File: src/rtl/riscy_pkg.sv
// Shared types and widths for the riscy ID/EX operand path.
// Forwarding source encoding used by operand_fwd_mux and operand_stage.
package riscy_pkg;

  localparam int XLEN   = 32;
  localparam int REG_AW = 5;

  typedef enum logic [1:0] {
    FWD_RF,
    FWD_EX,
    FWD_MEM,
    FWD_WB
  } fwd_sel_e;

endpackage

File: src/rtl/operand_fwd_mux.sv
// Priority forwarding select for one source operand.
// EX beats MEM beats late-WB beats regfile; index 0 never forwards.
module operand_fwd_mux
  import riscy_pkg::*;
#(
  parameter int REG_AW = 5
) (
  input  logic [REG_AW-1:0] i_sel,
  input  logic              i_ex_en,
  input  logic [REG_AW-1:0] i_ex_idx,
  input  logic              i_mem_en,
  input  logic [REG_AW-1:0] i_mem_idx,
  input  logic              i_wb_en,
  input  logic [REG_AW-1:0] i_wb_idx,
  output fwd_sel_e          o_src
);

  logic w_zero;

  assign w_zero = (i_sel == '0);

  // Pick the youngest in-flight producer of this index.
  always_comb begin
    o_src = FWD_RF;
    if (w_zero)
      o_src = FWD_RF;
    else if (i_ex_en && i_ex_idx == i_sel)
      o_src = FWD_EX;
    else if (i_mem_en && i_mem_idx == i_sel)
      o_src = FWD_MEM;
    else if (i_wb_en && i_wb_idx == i_sel)
      o_src = FWD_WB;
  end

endmodule

File: src/rtl/operand_stage.sv
// ID/EX operand stage: forwarding, load-use stall, op_* register.
// Optional perf counters enabled by RISKY_OPSTAGE_PERF_EN.
module operand_stage
  import riscy_pkg::*;
#(
  parameter int XLEN   = 32,
  parameter int REG_AW = 5
) (
  input  logic              clk,
  input  logic              rst_n,
  input  logic              valid_i,
  input  logic [XLEN-1:0]   rs1_i,
  input  logic [XLEN-1:0]   rs2_i,
  input  logic [REG_AW-1:0] sel_rs1_i,
  input  logic [REG_AW-1:0] sel_rs2_i,
  input  logic [REG_AW-1:0] sel_rd_i,
  input  logic              rd_we_i,
  input  logic              is_load_i,
  input  logic [XLEN-1:0]   ex_result_i,
  input  logic              mem_valid_i,
  input  logic              mem_we_i,
  input  logic [REG_AW-1:0] mem_sel_rd_i,
  input  logic [XLEN-1:0]   mem_result_i,
  input  logic              wb_we_i,
  input  logic [REG_AW-1:0] wb_sel_rd_i,
  input  logic [XLEN-1:0]   wb_rd_i,
  input  logic              flush_i,
  input  logic              ex_ready_i,
  output logic              stall_o,
  output logic              op_valid_o,
  output logic [XLEN-1:0]   op_rs1_o,
  output logic [XLEN-1:0]   op_rs2_o,
  output logic [REG_AW-1:0] op_sel_rd_o,
  output logic              op_rd_we_o,
  output logic              op_is_load_o
`ifdef RISKY_OPSTAGE_PERF_EN
  ,
  output logic [31:0]       perf_stall_cnt_o,
  output logic [31:0]       perf_fwd_cnt_o
`endif
);

  logic              r_op_valid;
  logic [XLEN-1:0]   r_op_rs1;
  logic [XLEN-1:0]   r_op_rs2;
  logic [REG_AW-1:0] r_op_sel_rd;
  logic              r_op_rd_we;
  logic              r_op_is_load;

  logic              r_lwb_we;
  logic [REG_AW-1:0] r_lwb_idx;
  logic [XLEN-1:0]   r_lwb_data;

  logic              w_ex_en;
  logic              w_mem_en;
  logic              w_hold;
  logic              w_load_use;
  logic              w_stall;
  fwd_sel_e          w_src1;
  fwd_sel_e          w_src2;
  logic [XLEN-1:0]   w_rs1;
  logic [XLEN-1:0]   w_rs2;

  assign w_ex_en  = r_op_valid && r_op_rd_we;
  assign w_mem_en = mem_valid_i && mem_we_i;
  assign w_hold   = r_op_valid && !ex_ready_i;

  // A load sitting in EX has no data yet, so its consumer waits one cycle.
  assign w_load_use = valid_i && r_op_valid
                   && r_op_is_load && r_op_rd_we
                   && (r_op_sel_rd != '0)
                   && ((r_op_sel_rd == sel_rs1_i)
                    || (r_op_sel_rd == sel_rs2_i));

  assign w_stall = (w_load_use || w_hold) && !flush_i;
  assign stall_o = w_stall;

  operand_fwd_mux #(
    .REG_AW(REG_AW)
  ) u_fwd_rs1 (
    .i_sel    (sel_rs1_i),
    .i_ex_en  (w_ex_en),
    .i_ex_idx (r_op_sel_rd),
    .i_mem_en (w_mem_en),
    .i_mem_idx(mem_sel_rd_i),
    .i_wb_en  (r_lwb_we),
    .i_wb_idx (r_lwb_idx),
    .o_src    (w_src1)
  );

  operand_fwd_mux #(
    .REG_AW(REG_AW)
  ) u_fwd_rs2 (
    .i_sel    (sel_rs2_i),
    .i_ex_en  (w_ex_en),
    .i_ex_idx (r_op_sel_rd),
    .i_mem_en (w_mem_en),
    .i_mem_idx(mem_sel_rd_i),
    .i_wb_en  (r_lwb_we),
    .i_wb_idx (r_lwb_idx),
    .o_src    (w_src2)
  );

  // Steer rs1 data from the selected producer; x0 always reads zero.
  always_comb begin
    w_rs1 = rs1_i;
    unique case (w_src1)
      FWD_EX:  w_rs1 = ex_result_i;
      FWD_MEM: w_rs1 = mem_result_i;
      FWD_WB:  w_rs1 = r_lwb_data;
      default: w_rs1 = (sel_rs1_i == '0) ? '0 : rs1_i;
    endcase
  end

  // Steer rs2 data from the selected producer; x0 always reads zero.
  always_comb begin
    w_rs2 = rs2_i;
    unique case (w_src2)
      FWD_EX:  w_rs2 = ex_result_i;
      FWD_MEM: w_rs2 = mem_result_i;
      FWD_WB:  w_rs2 = r_lwb_data;
      default: w_rs2 = (sel_rs2_i == '0) ? '0 : rs2_i;
    endcase
  end

  // Shadow of the regfile write that raced with this cycle's read.
  always_ff @(posedge clk or negedge rst_n) begin
    if (!rst_n) begin
      r_lwb_we   <= 1'b0;
      r_lwb_idx  <= '0;
      r_lwb_data <= '0;
    end else begin
      r_lwb_we   <= wb_we_i;
      r_lwb_idx  <= wb_sel_rd_i;
      r_lwb_data <= wb_rd_i;
    end
  end

  // Operand register: flush, hold on backpressure, bubble, or load.
  always_ff @(posedge clk or negedge rst_n) begin
    if (!rst_n) begin
      r_op_valid   <= 1'b0;
      r_op_rs1     <= '0;
      r_op_rs2     <= '0;
      r_op_sel_rd  <= '0;
      r_op_rd_we   <= 1'b0;
      r_op_is_load <= 1'b0;
    end else if (flush_i) begin
      r_op_valid <= 1'b0;
    end else if (w_hold) begin
      r_op_valid <= r_op_valid;
    end else if (w_load_use) begin
      r_op_valid <= 1'b0;
    end else begin
      r_op_valid <= valid_i;
      if (valid_i) begin
        r_op_rs1     <= w_rs1;
        r_op_rs2     <= w_rs2;
        r_op_sel_rd  <= sel_rd_i;
        r_op_rd_we   <= rd_we_i;
        r_op_is_load <= is_load_i;
      end
    end
  end

  assign op_valid_o   = r_op_valid;
  assign op_rs1_o     = r_op_rs1;
  assign op_rs2_o     = r_op_rs2;
  assign op_sel_rd_o  = r_op_sel_rd;
  assign op_rd_we_o   = r_op_rd_we;
  assign op_is_load_o = r_op_is_load;

`ifdef RISKY_OPSTAGE_PERF_EN
  logic        w_accept;
  logic        w_fwd_any;
  logic [31:0] r_perf_stall;
  logic [31:0] r_perf_fwd;

  assign w_accept  = valid_i && !flush_i && !w_hold && !w_load_use;
  assign w_fwd_any = (w_src1 != FWD_RF) || (w_src2 != FWD_RF);

  // Free-running event counters, wrapping naturally.
  always_ff @(posedge clk or negedge rst_n) begin
    if (!rst_n) begin
      r_perf_stall <= '0;
      r_perf_fwd   <= '0;
    end else begin
      if (w_stall)
        r_perf_stall <= r_perf_stall + 32'd1;
      if (w_accept && w_fwd_any)
        r_perf_fwd <= r_perf_fwd + 32'd1;
    end
  end

  assign perf_stall_cnt_o = r_perf_stall;
  assign perf_fwd_cnt_o   = r_perf_fwd;
`endif

endmodule

File: config.mk
export PLATFORM = sky130hd
export DESIGN_NAME = operand_stage
export DESIGN_NICKNAME = d
export VERILOG_FILES = /design/src/rtl/riscy_pkg.sv /design/src/rtl/operand_fwd_mux.sv /design/src/rtl/operand_stage.sv
export SDC_FILE = /design/constraint.sdc
export NUM_CORES = 1
export LEC_CHECK = 0
export ABC_AREA = 1
export BUFFER_PORTS_ARGS = -buffer_cell sky130_fd_sc_hd__buf_2
export CAP_MARGIN = 0
export CORE_MARGIN = 2
export CORE_UTILIZATION = 46
export CTS_BUF_LIST = sky130_fd_sc_hd__clkbuf_8
export DETAILED_ROUTE_END_ITERATION = 8
export GPL_ROUTABILITY_DRIVEN = 0
export GPL_TIMING_DRIVEN = 0
export PLACE_DENSITY_LB_ADDON = 0.12
export SLEW_MARGIN = 20
export SYNTH_ARGS = -nofsm -noshare
export SYNTH_HDL_FRONTEND = slang
export SYNTH_SLANG_ARGS = --single-unit
File: constraint.sdc
create_clock -name clk -period 1.9 [get_ports clk]
set_clock_uncertainty 0.2 [all_clocks]
set_input_delay 0.095 -clock clk [delete_from_list [all_inputs] [get_ports clk]]
set_output_delay 0.095 -clock clk [all_outputs]
set_load 0.05 [all_outputs]
# Word level (Yosys, flattened, before mapping)

Index checks and enable logic that the tools add are counted.

Latch bits: 0
Bits in writable memories: 0
Output and inout port bits: 73
Register bits after elaboration: 110
Memory bits (read-only): 0
Bits of input ports: 195
Memories: 0
Logic and storage cells: 63

Div/mod/pow operators: 0
Shift-type cells: 0
Equal/unequal tests: 13
Multiply operators: 0
Bitwise logic cells: 3
Magnitude comparators: 0
$add $sub $neg: 0
Reductions and logical operators: 23
Muxes and demuxes: 15

Operator list:

| operator                                            | number |
|---|---|
| one-hot mux 32 bit (3 select lines)                 | 2 |
| two-way mux 32 bit                                  | 2 |
| equality test 5 bit                                 | 6 |
| two-way mux 2 bit                                   | 8 |
| logical AND 1 bit                                   | 15 |
| zero test 5 bit                                     | 2 |
| equality test 2 bit, second input constant          | 4 |
| nonzero test 5 bit                                  | 1 |
| equality test 2 x 1 -> 1 bit, second input constant | 2 |
| AND reduction 4 bit                                 | 1 |
| two-way mux 1 bit                                   | 3 |
| inverter 1 bit                                      | 3 |
| zero test 1 bit                                     | 2 |
| logical OR 1 bit                                    | 2 |
| inequality test 2 bit, second input constant        | 1 |

# Logic depth before layout (Yosys ltp)

Depth after elaboration: 8
Gate-level depth with buffers: 14
Gate-level depth less buffers: 13

# Cells and area by module

A second synthesis with hierarchy kept.

Cells, all modules: 923
Area, all modules: 6701.4 sq um

By module, submodules not included:

| module          | instances | area each (sq um) | cells each | seq. area each (sq um) |
|---|---|---|---|---|
| operand_stage   | 1         | 6050.8            | 791        | 2752.6 |
| operand_fwd_mux | 2         | 325.3             | 66         | 0.0 |

# Least setup slack after synthesis

OpenSTA, ideal clock, no wires.

Kind: flip-flop to output port
Start point: reg r_op_sel_rd[1], in the netlist op_sel_rd_o[1]
End point: out stall_o
Arrival time: 2426 ps
Path slack: -821 ps
Path buffers: 0
Cell stages (with the launch flop): 9
Data required time: 1605 ps
Cell sequence: dfrtp_1 > inv_1 > nand2_1 > nand4_1 > nor2_2 > nand2_1 > o21ai_2 > nand2_2 > o21ai_0

Longest elaborated chain between the ends: 5
Elaborated cells between the ends (all ways): 8
Classes of those cells: 2 x eq/ne; 6 x reduce/logical

Ends and longest elaborated chain:

| item                                                  | line                                     | source |
|---|---|---|
| start: declaration                                    | operand_stage.sv:46                      | `logic [REG_AW-1:0] r_op_sel_rd;` |
| start signal: assignment                              | operand_stage.sv:159                     | `r_op_sel_rd <= sel_rd_i;` |
| equality test 5 bit, or another cell as far along     | operand_stage.sv:72                      | `&& ((r_op_sel_rd == sel_rs1_i)` |
| logical OR 1 bit or logical AND 1 bit (tied branches) | operand_stage.sv:73, operand_stage.sv:71 |  |
| logical AND 1 bit (*)                                 | operand_stage.sv:72                      |  |
| logical OR 1 bit (*)                                  | operand_stage.sv:75                      | `assign w_stall = (w_load_use \|\| w_hold) && !flush_i;` |
| logical AND 1 bit (*)                                 | operand_stage.sv:75                      |  |
| end: declaration                                      | operand_stage.sv:29                      | `output logic stall_o,` |

Every way passes the cells marked *; elsewhere a longest branch is shown, timed or not.

# Worst setup path after layout

Start point: reg r_op_sel_rd[1], in the netlist op_sel_rd_o[1]
End point: reg r_op_rs1[22], in the netlist op_rs1_o[22]

Longest elaborated chain between the ends: 6
Elaborated cells between the ends (all ways): 15
Classes of those cells: 5 x eq/ne; 3 x mux; 1 x bitwise; 6 x reduce/logical

Ends and longest elaborated chain:

| item                                                                | line                                       | source |
|---|---|---|
| equality test 5 bit                                                 | operand_fwd_mux.sv:27, operand_stage.sv:72 |  |
| logical AND 1 bit                                                   | operand_fwd_mux.sv:27                      | `else if (i_ex_en && i_ex_idx == i_sel)` |
| two-way mux 2 bit                                                   | operand_fwd_mux.sv:27                      |  |
| two-way mux 2 bit                                                   | operand_fwd_mux.sv:25                      | `if (w_zero)` |
| equality test 2 bit or equality test 2 x 1 -> 1 bit (tied branches) | operand_stage.sv:107                       | `unique case (w_src1)` |
| one-hot mux 32 bit (3 select lines)                                 | operand_stage.sv:107                       |  |
| end signal: assignment                                              | operand_stage.sv:157                       | `r_op_rs1 <= w_rs1;` |
| end: declaration                                                    | operand_stage.sv:44                        | `logic [XLEN-1:0] r_op_rs1;` |

Several ways; a longest one is shown, not always the timed one.
A chain may end at the register's enable or synchronous reset.

==> results.json <==
{
  "hpwl_um": 18200,
  "drive_gt1_share_pct": 40.7,
  "synth.net_count": 1155,
  "dieWidth_um": 125,
  "place_ws_ns": -0.282,
  "max_slew_margin_pct": 67.5,
  "dp.cells": 1412,
  "vias": 8966,
  "stdcell_count": 1637,
  "core_sq_um": 14400,
  "wl_met1_um": 11600,
  "avgSynthCellArea_sq_um": 7.00,
  "start_util_pct": 46.6,
  "drt_drc_violations_left": 0,
  "die_area_sq_um": 15600,
  "power_per_cell_area_nw_per_um2": 642,
  "grt_pass1_vias": 8587,
  "wirelength_um": 29900,
  "worstMarginPinSlew_ns": 0.488,
  "worst_ep_arrival_time_ns": 2.32,
  "ant_nets": 0,
  "min_path_type": "primary input to asynchronous set/reset pin",
  "io_buffers": 267,
  "critPathKind": "register to register",
  "vias_per_cell": 5.48,
  "run_status": "complete, but fails checks",
  "syn_to_final_growth_pct": 71.6,
  "max_freq_mhz": 452,
  "wl_met3_um": 2670,
  "cts_tree": "yes",
  "leakagePower_nw": 5.88,
  "fp.dieH_um": 125,
  "yosys_warnings": 0,
  "final_area_sq_um": 11500,
  "track_usage_pct": 35.6,
  "grt_pass1_wl_um": 44100,
  "syn_inst": 960,
  "dr_wl_met2_um": 14100,
  "fin_setup_tns_ns": -15.62,
  "whs_ns": -0.00633,
  "cts_buffer_depth": 2,
  "antenna_found_initial": 1,
  "grt_overflow_total": 0,
  "cp-end-kind": "register",
  "cts.clk_slew.worst_paths_ns": 0.12,
  "drt-pass1-iter-count": 6,
  "synthDistinctLibCells": 30,
  "clockRootBuffer": "clkbuf_8",
  "rsz0062_at_grt": "yes",
  "final_core_util_pct": 80.0,
  "violations": "negative hold slack, negative setup slack",
  "crit_required_ns": 2.00,
  "yosysSeqAreaShare_pct": 40.9,
  "cts_sinks": 110,
  "nets": 1641,
  "post-route-period-util_pct": 116,
  "synth_top_area_share_pct": 40.9,
  "start_kind": "register",
  "setup_viol": 72,
  "netlist_area_sq_um": 6720,
  "cap_viol_max_count": 0,
  "min_period_ns": 2.21,
  "maxUsedRoutingLayer": "met4",
  "numCtsBuffers": 9,
  "irDropWorstVdd_mv": 0.556,
  "finalMaxSlewViolations": 0,
  "clk-insertion-delay-late_ns": 0.40,
  "cts.htree.levels": 3,
  "synth-seq-cells": 110,
  "path_max_fanout": 9,
  "fin_ws_ns": -0.312,
  "placed_area_sq_um": 8350,
  "dr.first_iter.drc_count": 843,
  "grt_max_degree": 65,
  "hold_viol_final": 2,
  "synth_top_area_cell": "dfrtp_1",
  "synthTopCellsByArea": "dfrtp_1 (41%), nand2_1 (15%), nand3_1 (15%)",
  "rows": 44,
  "wl_per_cell_um": 18.3,
  "total_power_mw": 7.41,
  "ios": 268
}
sequential cells by signal (all words and copies together), names as in the netlist:
register / cells
op_rs1_o: 32
op_rs2_o: 32
op_is_load_o: 1
op_sel_rd_o: 5
op_valid_o: 1
r_lwb_idx: 5
r_lwb_data: 32
op_rd_we_o: 1
r_lwb_we: 1
final timing paths:
kind / startpoint / end / slack (ns) / depth (start not counted)
setup / recovery: op_sel_rd_o[1] / op_rs1_o[22] / -0.31 / 14
hold / removal: rst_n / r_lwb_we / -0.006 / 2
setup reg to reg: op_sel_rd_o[1] / op_rs1_o[22] / -0.31 / 14
hold reg to reg: op_rs2_o[13] / op_rs2_o[13] / 0.32 / 2
max in group asynchronous: rst_n / op_rs1_o[19] / 0.80 / 3
min in group clk: wb_we_i / r_lwb_we / 0.12 / 2
cells in the mapped netlist:
library cell and number:
inv_2 15, nand2_2 3, nand4_1 36, o21ai_0 4, nor2_2 32, clkbuf_4 1
a21oi_2 10, dfrtp_1 110, nand2_4 1, a21boi_1 1, nor2_4 1, nand3_2 2
nand2_1 274, buf_4 15, clkbuf_1 5, xor2_1 3, a21boi_2 1, nor2_1 110
buf_2 33, xnor2_1 4, inv_1 54, and3_1 1, nand4_2 2, a21oi_1 28
buf_6 5, nor3_1 2, buf_1 1, inv_4 1, nand3_1 200, o21ai_2 5
placed cells by master (no fill, tap or decap), types with 8 or more instances in the layout:
cell and instances:
dfrtp_1 103, nand2_1 246, nand2_2 24, clkbuf_8 10
buf_12 8, buf_4 36, nor2_1 87, nand3_1 138
buf_2 282, a21oi_2 29, buf_6 11, nand3_2 62
nor2_2 45, inv_1 50, inv_2 17, a21oi_1 9
dlygate4sd3_1 176, nand2_4 8, nor2_4 11, nand4_1 36
critical path: stages, from the launching register on:
cell	delay, ns
dfrtp_2	0.46
inv_4	0.09
nand2_1	0.07
nand2_1	0.08
nand3_2	0.12
nor2_4	0.15
nand2_2	0.09
nand2_4	0.09
nor2_4	0.04
buf_12	0.15
buf_8	0.13
nand3_1	0.12
nand3_2	0.12
nor2_2	0.13
nor2_1	0.05
cell families (layout without fill, tap and decap cells):
family,after synthesis,after routing,synth area share (%)
buffers and inverters,130,621,9.36
flip-flops,110,110,40.9
XOR/XNOR,7,7,0.912
AND/OR/NAND/NOR,664,664,44.2
AO/OA/AOI/OAI,49,49,4.61
other,0,2,0
routing by layer:
metal / up-vias / GRT usage [%]
met1: 4138 / 45.1
met5: - / 0
met3: 154 / 8.59
li1: 4081 / -
met2: 593 / 58.0
met4: 0 / 16.4
timing repair:
action	4_1_cts	5_1_grt
cloned	4	3
resized for setup	70	160
hold buffers	176	0
pin swaps	9	32
endpoints found under the hold margin	220	0
buffers inserted	11	14
setup endpoints to repair	72	73
power by group:
group	total (mW)	internal (mW)	switching (mW)
Clock	1.58	0.657	0.924
Combinational	2.96	1.05	1.91
Sequential	2.87	2.64	0.227
cell type report:
class / count / area [sq um]
timing repair buffer: 474 / 3480
antenna: 2 / 5.00
buffer: 60 / 574
sequential: 110 / 2760
timing repair inverter: 1 / 6.26
inverter: 70 / 283
clock inverter: 6 / 68.8
clock buffer: 10 / 138
multi-input combinational: 720 / 3990
fill: 989 / 2890
tap: 184 / 230
No activity file was read; power rests on OpenSTA's default activity.
